==> config.mk <==
export PLATFORM = sky130hd
export DESIGN_NAME = vmag_apb_master
export DESIGN_NICKNAME = d
export VERILOG_FILES = /design/src/rtl/vmag_apb_pkg.sv /design/src/rtl/vmag_apb_master.sv
export SDC_FILE = /design/constraint.sdc
export NUM_CORES = 1
export LEC_CHECK = 0
export CAP_MARGIN = 20
export CORE_AREA = 3 3 118 132
export CTS_CLUSTER_DIAMETER = 200
export CTS_CLUSTER_SIZE = 14
export DETAILED_ROUTE_END_ITERATION = 8
export DIE_AREA = 0 0 121 135
export SYNTH_ARGS = -nofsm -noshare
export SYNTH_HDL_FRONTEND = slang
export SYNTH_SLANG_ARGS = --single-unit
==> constraint.sdc <==
create_clock -name clk -period 6.2 [get_ports clk]
set_clock_uncertainty 0.2 [all_clocks]
set_input_delay 0.62 -clock clk [delete_from_list [all_inputs] [get_ports clk]]
set_output_delay 0.62 -clock clk [all_outputs]
set_load 0.01 [all_outputs]
==> src/rtl/vmag_apb_pkg.sv <==
// Shared types and defaults for the vmag APB master.
package vmag_apb_pkg;

  typedef enum logic [1:0] {
    ST_IDLE   = 2'd0,
    ST_SETUP  = 2'd1,
    ST_ACCESS = 2'd2,
    ST_RESP   = 2'd3
  } state_t;

  localparam int DEFAULT_TIMEOUT_CYCLES = 16;

endpackage

==> src/rtl/vmag_apb_master.sv <==
// Single-outstanding command-to-APB bridge: a command is turned into one
// SETUP + ACCESS transfer, and the outcome is held as a response until it is
// taken. Slaves that never raise pready are cut off after TIMEOUT_CYCLES.
module vmag_apb_master
  import vmag_apb_pkg::*;
#(
  parameter int APB_ADDR_WIDTH = 12,
  parameter int TIMEOUT_CYCLES = DEFAULT_TIMEOUT_CYCLES
) (
  input  logic                      clk,
  input  logic                      rst,
  input  logic                      cmd_valid_i,
  output logic                      cmd_ready_o,
  input  logic [APB_ADDR_WIDTH-1:0] cmd_addr_i,
  input  logic                      cmd_write_i,
  input  logic [31:0]               cmd_wdata_i,
  output logic                      rsp_valid_o,
  input  logic                      rsp_ready_i,
  output logic [31:0]               rsp_rdata_o,
  output logic                      rsp_slverr_o,
  output logic                      rsp_timeout_o,
  output logic                      psel_o,
  output logic                      penable_o,
  output logic                      pwrite_o,
  output logic [APB_ADDR_WIDTH-1:0] paddr_o,
  output logic [31:0]               pwdata_o,
  input  logic [31:0]               prdata_i,
  input  logic                      pready_i,
  input  logic                      pslverr_i,
  output logic [15:0]               err_count_o
);

  // Index of the last permitted wait cycle; the counter starts at 0.
  localparam logic [7:0] WAIT_LIMIT = 8'(TIMEOUT_CYCLES - 1);

  state_t                    state_q, state_d;
  logic                      cmd_ready_q;
  logic [7:0]                wait_cnt_q;
  logic [APB_ADDR_WIDTH-1:0] paddr_q;
  logic [31:0]               pwdata_q;
  logic                      pwrite_q;
  logic [31:0]               rsp_rdata_q;
  logic                      rsp_slverr_q;
  logic                      rsp_timeout_q;
  logic [15:0]               err_count_q;

  logic cmd_fire;
  logic access_done;
  logic access_timeout;

  assign cmd_fire       = cmd_valid_i && cmd_ready_q;
  // pready wins over the limit, so a slave answering on the last allowed
  // cycle completes normally.
  assign access_done    = (state_q == ST_ACCESS) && pready_i;
  assign access_timeout = (state_q == ST_ACCESS) && !pready_i &&
                          (wait_cnt_q == WAIT_LIMIT);

  // Next-state and APB/response strobes decoded from the current state.
  always_comb begin
    // NOTE: every output of this block gets a default first so no path can
    // leave one unassigned and infer a latch.
    state_d     = state_q;
    psel_o      = 1'b0;
    penable_o   = 1'b0;
    rsp_valid_o = 1'b0;
    case (state_q)
      ST_IDLE: begin
        if (cmd_fire) state_d = ST_SETUP;
      end
      ST_SETUP: begin
        psel_o  = 1'b1;
        state_d = ST_ACCESS;
      end
      ST_ACCESS: begin
        psel_o    = 1'b1;
        penable_o = 1'b1;
        if (access_done || access_timeout) state_d = ST_RESP;
      end
      ST_RESP: begin
        rsp_valid_o = 1'b1;
        if (rsp_ready_i) state_d = ST_IDLE;
      end
      default: state_d = ST_IDLE;
    endcase
  end

  // State register plus a registered ready so it stays low during reset and
  // rises on the first edge afterwards.
  always_ff @(posedge clk or posedge rst) begin
    // NOTE: sequential state uses non-blocking assignments so every register
    // samples the pre-edge values regardless of statement order.
    if (rst) begin
      state_q     <= ST_IDLE;
      cmd_ready_q <= 1'b0;
    end else begin
      state_q     <= state_d;
      cmd_ready_q <= (state_d == ST_IDLE);
    end
  end

  // Capture the command payload; it drives the APB bus until the next command.
  always_ff @(posedge clk or posedge rst) begin
    if (rst) begin
      paddr_q  <= '0;
      pwdata_q <= '0;
      pwrite_q <= 1'b0;
    end else if (cmd_fire) begin
      paddr_q  <= cmd_addr_i;
      pwdata_q <= cmd_wdata_i;
      pwrite_q <= cmd_write_i;
    end
  end

  // Count ACCESS cycles spent waiting on pready; cleared during SETUP.
  always_ff @(posedge clk or posedge rst) begin
    if (rst) begin
      wait_cnt_q <= '0;
    end else if (state_q == ST_SETUP) begin
      wait_cnt_q <= '0;
    end else if ((state_q == ST_ACCESS) && !pready_i) begin
      wait_cnt_q <= wait_cnt_q + 8'd1;
    end
  end

  // Latch the response payload on entry to RESP; held stable until reused.
  always_ff @(posedge clk or posedge rst) begin
    if (rst) begin
      rsp_rdata_q   <= '0;
      rsp_slverr_q  <= 1'b0;
      rsp_timeout_q <= 1'b0;
    end else if (access_done) begin
      rsp_rdata_q   <= pwrite_q ? 32'd0 : prdata_i;
      rsp_slverr_q  <= pslverr_i;
      rsp_timeout_q <= 1'b0;
    end else if (access_timeout) begin
      rsp_rdata_q   <= 32'd0;
      rsp_slverr_q  <= 1'b1;
      rsp_timeout_q <= 1'b1;
    end
  end

  // Saturating count of responses that carry an error.
  always_ff @(posedge clk or posedge rst) begin
    if (rst) begin
      err_count_q <= '0;
    end else if (((access_done && pslverr_i) || access_timeout) &&
                 (err_count_q != 16'hFFFF)) begin
      err_count_q <= err_count_q + 16'd1;
    end
  end

  assign cmd_ready_o   = cmd_ready_q;
  assign paddr_o       = paddr_q;
  assign pwdata_o      = pwdata_q;
  assign pwrite_o      = pwrite_q;
  assign rsp_rdata_o   = rsp_rdata_q;
  assign rsp_slverr_o  = rsp_slverr_q;
  assign rsp_timeout_o = rsp_timeout_q;
  assign err_count_o   = err_count_q;

endmodule

==> metrics <==
DR WL/cell=about 15 microns; Comb pwr share=40.9%; Primary FF master, synth=dfrtp_1; syn avg cell area=between 10 and 15 sq um; unrepaired setup endpoints after global routing=no; die width=between 100 and 150 microns; IO Pins=approximately 180; status=finished clean; Setup Crit Path Kind=reg2out; post-CTS setup buffers=0; Residual DRC=0; Post-CTS Resized=0; # rows=46; syn nets=400; Int Power=around 2.0 mW; clk sink count=~110; sw power=approximately 0.85 mW; uppermost routed layer=met4; Seq/Total Area, Yosys=between 60% and 70%; layout cells sized above 1=between 10% and 20%; Layout fillers=about 1300; worst path cell trace=inv_1, ha_1, clkdlybuf4s50_1; GRT Total Usage=12.9%; Worst Tran Pin Value=between 900 and 1000 ps; initial antenna violation count=0; total power=2.83 mW; max-cap violation count=0; CP bufs+invs=2; clock transition at the registers of the reported paths=70 ps; Die H=approximately 140 microns; cell area after synthesis=0.00428 sq mm; NumNets Final=roughly 580; Yosys reg bits=approximately 110; register area=0.00265 sq mm; CP endpoint kind=output pin; final cycle utilization of the critical path=a little over two fifths; asr flop ratio synth=between 90% and 100%; final setup fails=0; # diodes=0; total negative slack=0 ps; Multi-input gate area=approximately 0.0016 sq mm; met3 WL=~880 microns; EDFF count, synth=0; met2 wire len=between 4000 and 5000 microns; core area=between 0.01 and 0.015 sq mm; most common cell after layout, fill and taps aside=clkdlybuf4s50_1; final hold viol count=0; Max H-tree Level=3; Num CTS Buffers=9; Tmin final=roughly 2700 ps; sequential share of power=approximately two fifths; Initial DRT Pass Iterations=4; Total Wirelength=between 10000 and 15000 microns; Slew HR=between 30% and 40%; area delta synth->final=55.8%; Clock Power Share=between 20% and 30%; PD cells=approximately 420 mW/mm^2; GPL Wtd Cong=about 0.72; CTS Hold Buffers Added=0; Crit path arrival time=~1900 ps; GR Overflow Total=0; die area=between 0.015 and 0.02 sq mm; Via density=4.54; post-synth cell types=37; Fin Hold WS=just under 300 ps; slowest CP cell=clkdlybuf4s50_1; Vias=approximately 3100; M1 WL=4570 microns; Crit Path Max Fanout=7; clock root buffer=clkbuf_16; cell depth of the worst flop-to-flop path=6; 1st-iter DRT viols=~110; most frequent cells in the layout=clkdlybuf4s50_1, dfrtp_1, mux2_2, a22o_1, nor2_1; CTS tree=yes; hpwl dp=~7600 microns; CP delay by family, top=buffers and inverters; number of port buffers=between 150 and 200; WP depth=3; Initial Util=29.9%; achievable frequency=~370 MHz; Hold Crit Class=reg2reg; CTS max path bufs=2; remaining antenna violation count=0; largest net degree at the start of global routing=~70; cell count after synthesis=between 300 and 400; worst vdd ir=roughly 0.16 mV; worst hold stages=2; Leak=roughly 2.8 nW; global-route wire length before repair=16800 microns; sw frac=a little under a third; Synthesis Warnings=0; max-slew violations=0; CP Launch Type=flip-flop; data required time of the critical path=5380 ps; Clk Latency, worst-skew pair=340 ps; Critical Path Max Stage Delay=590 ps; vias in the first global route=between 3000 and 4000
-- power by group through the flow --
stage | clock network (mW) | logic, mW | registers [mW]
floorplan | 0 | 0.389 | 1.20
global placement | 0 | 1.13 | 1.10
detailed placement | 0 | 1.17 | 1.10
CTS | 0.602 | 1.17 | 1.10
global route | 0.632 | 1.24 | 1.13
finish | 0.581 | 1.16 | 1.09
-- worst register-to-register path: stages (launching register included) --
cell and delay, ps:
dfrtp_1 430, inv_1 150, ha_1 330, nand3b_1 240, o31a_1 500, nor2_1 220
mux2_1 340
-- cell families after synthesis --
family	count (synthesis)	synth area share [%]
flip-flops	106	61.9
AND/OR/NAND/NOR	67	9.00
multiplexers	47	12.3
AO/OA/AOI/OAI	43	8.59
XOR/XNOR	22	4.50
buffers and inverters	18	1.61
adder cells (fa/ha/maj)	7	2.04
-- sequential cells by signal, indices dropped and copies added, names as in the netlist --
| name | cells |
|---|---|
| pwdata_o | 32 |
| rsp_rdata_o | 32 |
| err_count_o | 16 |
| paddr_o | 12 |
| wait_cnt_q | 8 |
| state_q | 2 |
| cmd_ready_o | 1 |
| pwrite_o | 1 |
| rsp_slverr_o | 1 |
| rsp_timeout_o | 1 |
-- metrics by stage --
stage	instances	instance area (sq um)	setup slack [ps]	util, %
final	689	6670	3530	46.6
after global routing	689	6670	3460	46.6
after CTS	688	6650	3510	46.4
after detailed placement	672	6350	3360	44.3
after global placement	670	6300	3130	43.9
after floorplan	310	4280	2590	-
-- routing by layer --
metal	global-route usage [%]	vias up
met5	0	-
met3	4.40	13
met2	20.0	124
met1	16.8	1501
met4	4.47	0
li1	-	1487
-- Yosys cell counts (all sizes together) (7+ instances only) --
library cell	count	area share [%]
nand3	7	0.82
nand4	8	1.2
dfrtp	106	62
xor2	13	2.7
a22o	32	6.5
mux2	46	12
clkbuf	11	0.96
ha	7	2.0
nand2	11	0.96
xnor2	9	1.8
nor2	17	1.5
-- layout make-up --
| class | count | share of cell area (%) |
|---|---|---|
| clock buffers | 9 | 3.38 |
| clock inverters | 7 | 1.14 |
| inverters | 4 | 0.263 |
| multi-input cells | 186 | 23.5 |
| flip-flops and latches | 106 | 39.8 |
| well taps | 192 | 3.60 |
| repair buffers | 185 | 28.4 |
-- worst paths after layout --
kind | start | endpoint | slack [ps]
setup / recovery | state_q[0] | penable_o | 3530
max in group asynchronous | rst | pwdata_o[14] | 4070
min in group asynchronous | rst | pwdata_o[16] | 430
setup reg to reg | state_q[0] | err_count_o[1] | 3670
hold reg to reg | rsp_slverr_o | rsp_slverr_o | 290
hold / removal | rsp_slverr_o | rsp_slverr_o | 290
(Power assumes the default switching activity.)
==> RTL edit 1: new RTL, config.mk and constraints unchanged <==
Encoding of `state_t`: now Gray code (2 bits for 4 states).
--- a/src/rtl/vmag_apb_pkg.sv
+++ b/src/rtl/vmag_apb_pkg.sv
@@ -2,10 +2,10 @@
 package vmag_apb_pkg;
 
   typedef enum logic [1:0] {
-    ST_IDLE   = 2'd0,
-    ST_SETUP  = 2'd1,
-    ST_ACCESS = 2'd2,
-    ST_RESP   = 2'd3
+    ST_IDLE   = 2'b00,
+    ST_SETUP  = 2'b01,
+    ST_ACCESS = 2'b11,
+    ST_RESP   = 2'b10
   } state_t;
 
   localparam int DEFAULT_TIMEOUT_CYCLES = 16;
Function: same outputs for any inputs over 10 cycles, from zero or initial values and one cycle with rst high; not proved beyond that.
==> RTL edit 1 against the original RTL <==
Sequential cell count unchanged. Total power decreased by 2.0%. Sequential share of layout area increased by 1.0 points. Highest routed layer unchanged. Largest power group unchanged. Area after synthesis decreased by 2.0%. Wire length increased by 4.1%. Maximum frequency decreased by 5.2%. Setup slack got worse by 0.15 ns. Cell area decreased by 2.5%.
==> RTL edit 1: results (changes against the original RTL) <==
Synthesis
  • Syn_nets: 398 (-0.50%)
  • Mapped Avg Cell Area: 13.4 um2 (-3.0%)
  • Top post-synthesis cells by area: dfrtp_1 (63%), mux2_2 (13%), a22o_1 (6.7%)
  • Most instantiated cells after synthesis: dfrtp_1 (106), mux2_2 (47), a22o_1 (32)
  • Yosys cell types: 35 (-5.4%)
  • Seq/Total Area, Yosys: 0.632 (+0.0127)
  • EDFF count, synth: 0 (unchanged)

Flow run
  • Max_cap viols: 0 (unchanged)

Hold path
  • Min-delay src: err_count_o[8]
  • Hold depth: 1 (-1)

Global routing
  • GR Util met1: 0.164 (-0.00394)
  • First-pass GRT wire length: 17.7 mm (+5.0%)
  • Tot GR Track Use: 0.138 (+0.00916)
  • Largest net degree at the start of global routing: 57 (-20%)
  • Global routing usage on met2: 0.222 (+0.0222)
  • GR Layer Usage met3: 0.0528 (+0.00880)
  • Vias in the first global route: 3,393 (+5.1%)

Worst setup path
  • CP Data Arrival Time: 2.84 ns (+0.99 ns)
  • R2r worst-path depth: 5 (-1)
  • Worst-path maximum fanout: 11 (+4)
  • Peak per-stage delay on the critical path: 0.64 ns (+0.05 ns)
  • Crit path launch: err_count_o[0]
  • Slowest cell on crit path: or4_1

Final layout
  • Register area: 0.00265 mm2 (unchanged)
  • Share of cells above drive strength 1: 0.153 (-0.000307)
  • Fin cells: 690 (+0.15%)
  • Nets: 580 (-0.34%)
  • # fillers: 1,343 (+3.8%)

Placement
  • HPWL Detailed: 7.89 mm (+4.3%)
  • GPL Wtd Cong: 0.715 (-0.57%)
  • Placed instance count: 675 (+0.45%)
  • Placed inst area: 0.00623 mm2 (-2.0%)
  • Worst slack, placed: 3.29 ns (-0.0741 ns)

Detailed routing
  • DRT iter0 DRCs: 103 (-8.8%)
  • Vias per cell: 4.59 (+1.2%)
  • Routed length per instance: 15.7 um (+3.9%)

Timing
  • Slew headroom: 0.363 (-0.0355)

Pwr
  • VDD IR-drop max: 0.000219 V (+40%)

Outcome
  • Status: finished, final reports clean
-- RTL edit 1: worst max-delay path: cells and delay by family (launching register included) --
kind                     cells  cell delay [ns]
AND/OR/NAND/NOR              2             0.94
adder cells (fa/ha/maj)      1             0.21
multiplexers                 1             0.41
AO/OA/AOI/OAI                1             0.53
flip-flops                   1             0.41
-- RTL edit 1: per-layer routing --
metal	up-vias	share of wire
met5	-	0
met4	0	0.020
met3	14	0.097
met2	127	0.48
met1	1555	0.40
li1	1470	-
-- RTL edit 1: path summary, 6_finish.rpt --
path | to | slack [ns]
max in group asynchronous | wait_cnt_q[7] | 4.13
min | err_count_o[8] | 0.30
min reg2reg | err_count_o[8] | 0.30
min in group asynchronous | pwdata_o[22] | 0.52
max | err_count_o[1] | 3.39
max reg2reg | err_count_o[1] | 3.39
-- RTL edit 1: cell type report --
type,count,share of cell area
clock inverters,3,0.00269
repair buffers,185,0.285
well taps,192,0.0369
multi-input cells,187,0.227
clock buffers,11,0.0373
inverters,6,0.00385
flip-flops and latches,106,0.408
-- RTL edit 1: logic make-up (layout without fill, tap and decap cells) --
group / Yosys count / count (layout) / synth area share
xor+xnor: 15 / 15 / 0.0313
compound gates: 48 / 48 / 0.0886
buf+inv: 20 / 205 / 0.0188
flops: 106 / 106 / 0.632
fa+ha+maj: 2 / 2 / 0.00596
simple gates: 73 / 73 / 0.0918
mux: 49 / 49 / 0.131
-- RTL edit 1: power breakdown --
part | leakage (uW) | switching, uW | internal (uW)
Clock | 0.000127 | 240 | 278
Sequential | 0.00133 | 150 | 954
Combinational | 0.00129 | 434 | 716
==> RTL edit 2: new RTL, same flow settings <==
Without the edit above. Set the parameter `APB_ADDR_WIDTH` to 11 (it was 12).
--- a/src/rtl/vmag_apb_master.sv
+++ b/src/rtl/vmag_apb_master.sv
@@ -4,7 +4,7 @@
 module vmag_apb_master
   import vmag_apb_pkg::*;
 #(
-  parameter int APB_ADDR_WIDTH = 12,
+  parameter int APB_ADDR_WIDTH = 11,
   parameter int TIMEOUT_CYCLES = DEFAULT_TIMEOUT_CYCLES
 ) (
   input  logic                      clk,
Interface: changed (resized cmd_addr_i and paddr_o); port bits go from 182 to 180. No check against the original RTL was run, so the function may have changed too.
==> RTL edit 2 against the original RTL <==
Sequential cell count down 1. First-iteration DRC count is 2.7% higher. Wire length grew 3.4%. Cell area down 0.77%. Setup slack lost 0.077 ns. Total power is 1.0% lower. Sequential share of layout area decreased by 0.070 points. Area after synthesis hardly changed. Critical path type unchanged. Critical endpoint unchanged. Highest routed layer unchanged.
==> RTL edit 2: results (changes against the original RTL) <==
Worst setup path
  • CP Data Arrival Time: 1.92 ns (+0.07 ns)
  • Worst-path maximum fanout: 7 (unchanged)
  • Flop-to-flop setup slack: 3.74 ns (+0.07 ns)
  • Peak per-stage delay on the critical path: 0.61 ns (+0.02 ns)

Placement
  • GPL Wtd Cong: 0.731 (+1.7%)
  • HPWL Detailed: 7.86 mm (+3.9%)
  • IO Port Bufs: 179 (-1.1%)
  • Placed inst area: 0.00630 mm2 (-0.75%)
  • Worst slack, placed: 3.42 ns (+0.0647 ns)

Hold path
  • Min-delay src: rsp_timeout_o
  • Endpoint, Worst Hold: rsp_timeout_o

Global routing
  • Tot GR Track Use: 0.132 (+0.00349)
  • Largest net degree at the start of global routing: 59 (-17%)
  • Vias in the first global route: 3,201 (-0.81%)
  • First-pass GRT wire length: 17.0 mm (+1.3%)

Final layout
  • Share of cells above drive strength 1: 0.154 (+0.00155)
  • # fillers: 1,299 (+0.39%)
  • Nets: 577 (-0.86%)

Outcome
  • Status: finished, final reports clean

Detailed routing
  • Routed length per instance: 15.8 um (+4.2%)
  • Vias per cell: 4.53 (-0.17%)
  • DRT iter0 DRCs: 116 (+2.7%)

Synthesis
  • Most instantiated cells after synthesis: dfrtp_1 (105), mux2_2 (44), a22o_1 (32)
  • Top post-synthesis cells by area: dfrtp_1 (61%), mux2_2 (12%), a22o_1 (6.5%)
  • XOR/XNOR Fraction of Synth Area: 0.0429 (-0.00207)
  • Yosys cell types: 38 (+2.7%)
  • Compound-cell area share of the yosys netlist: 0.0791 (-0.00677)

Pwr
  • VDD IR-drop max: 0.000137 V (-12%)
  • Lkg Pwr: 0.00289 uW (+2.5%)

Timing
  • Slew headroom: 0.516 (+0.118)
## RTL edit 2: cell types whose count changed after synthesis, moves of 3 or more
cell,delta
o2111ai_1,-3
nand2_1,+3
xor2_1,+6
xnor2_1,-7
## RTL edit 2: report_power, final
part | switching (uW) | internal [uW] | total (uW) | leakage [uW]
registers | 144 | 934 | 1080 | 0.00132
clock network | 244 | 334 | 577 | 0.000142
logic | 442 | 703 | 1150 | 0.00142
## RTL edit 2: area by class of cell
class	count	area share
sequential	105	0.397
timing repair buffer	182	0.279
multi-input combinational	186	0.240
clock buffer	13	0.0393
tap	192	0.0363
clock inverter	2	0.00567
inverter	4	0.00265
## RTL edit 2: logic make-up after synthesis
| group | count (synthesis) |
|---|---|
| DFF | 105 |
| and+or+nand+nor | 72 |
| muxes | 47 |
| AOI/OAI and AO/OA | 39 |
| xor gates and xnor gates | 21 |
| buffers and inverters | 17 |
| adders and majority gates | 7 |
## RTL edit 2: layer usage
metal,vias up,wire (um),track usage
li1,1475,-,-
met1,1500,4700,0.169
met2,103,5250,0.212
met3,19,538,0.0289
met4,0,310,0.0642
met5,-,0,0
## RTL edit 2: worst min-delay path: cells and delay by family, from the launching register on
kind	cells	cell delay, ns
compound gates	1	0.06
simple gates	1	0.04
flops	1	0.35
## RTL edit 2: worst max-delay path by stage
stage	to	cells past startpoint	from	slack (ns)
floorplan	cmd_ready_o	1	rst	2.62
global placement	rsp_rdata_o[20]	4	pready_i	3.41
detailed placement	cmd_ready_o	5	cmd_valid_i	3.42
CTS	penable_o	3	state_q[0]	3.41
global route	penable_o	3	state_q[0]	3.30
finish	penable_o	3	state_q[0]	3.46
## RTL edit 2: metrics by stage
stage	hold slack, ns	util	std cells
after floorplan	0.305	-	308
after global placement	0.285	0.438	667
after detailed placement	0.274	0.440	668
after CTS	0.290	0.461	683
after global routing	0.313	0.462	684
final	0.283	0.462	684
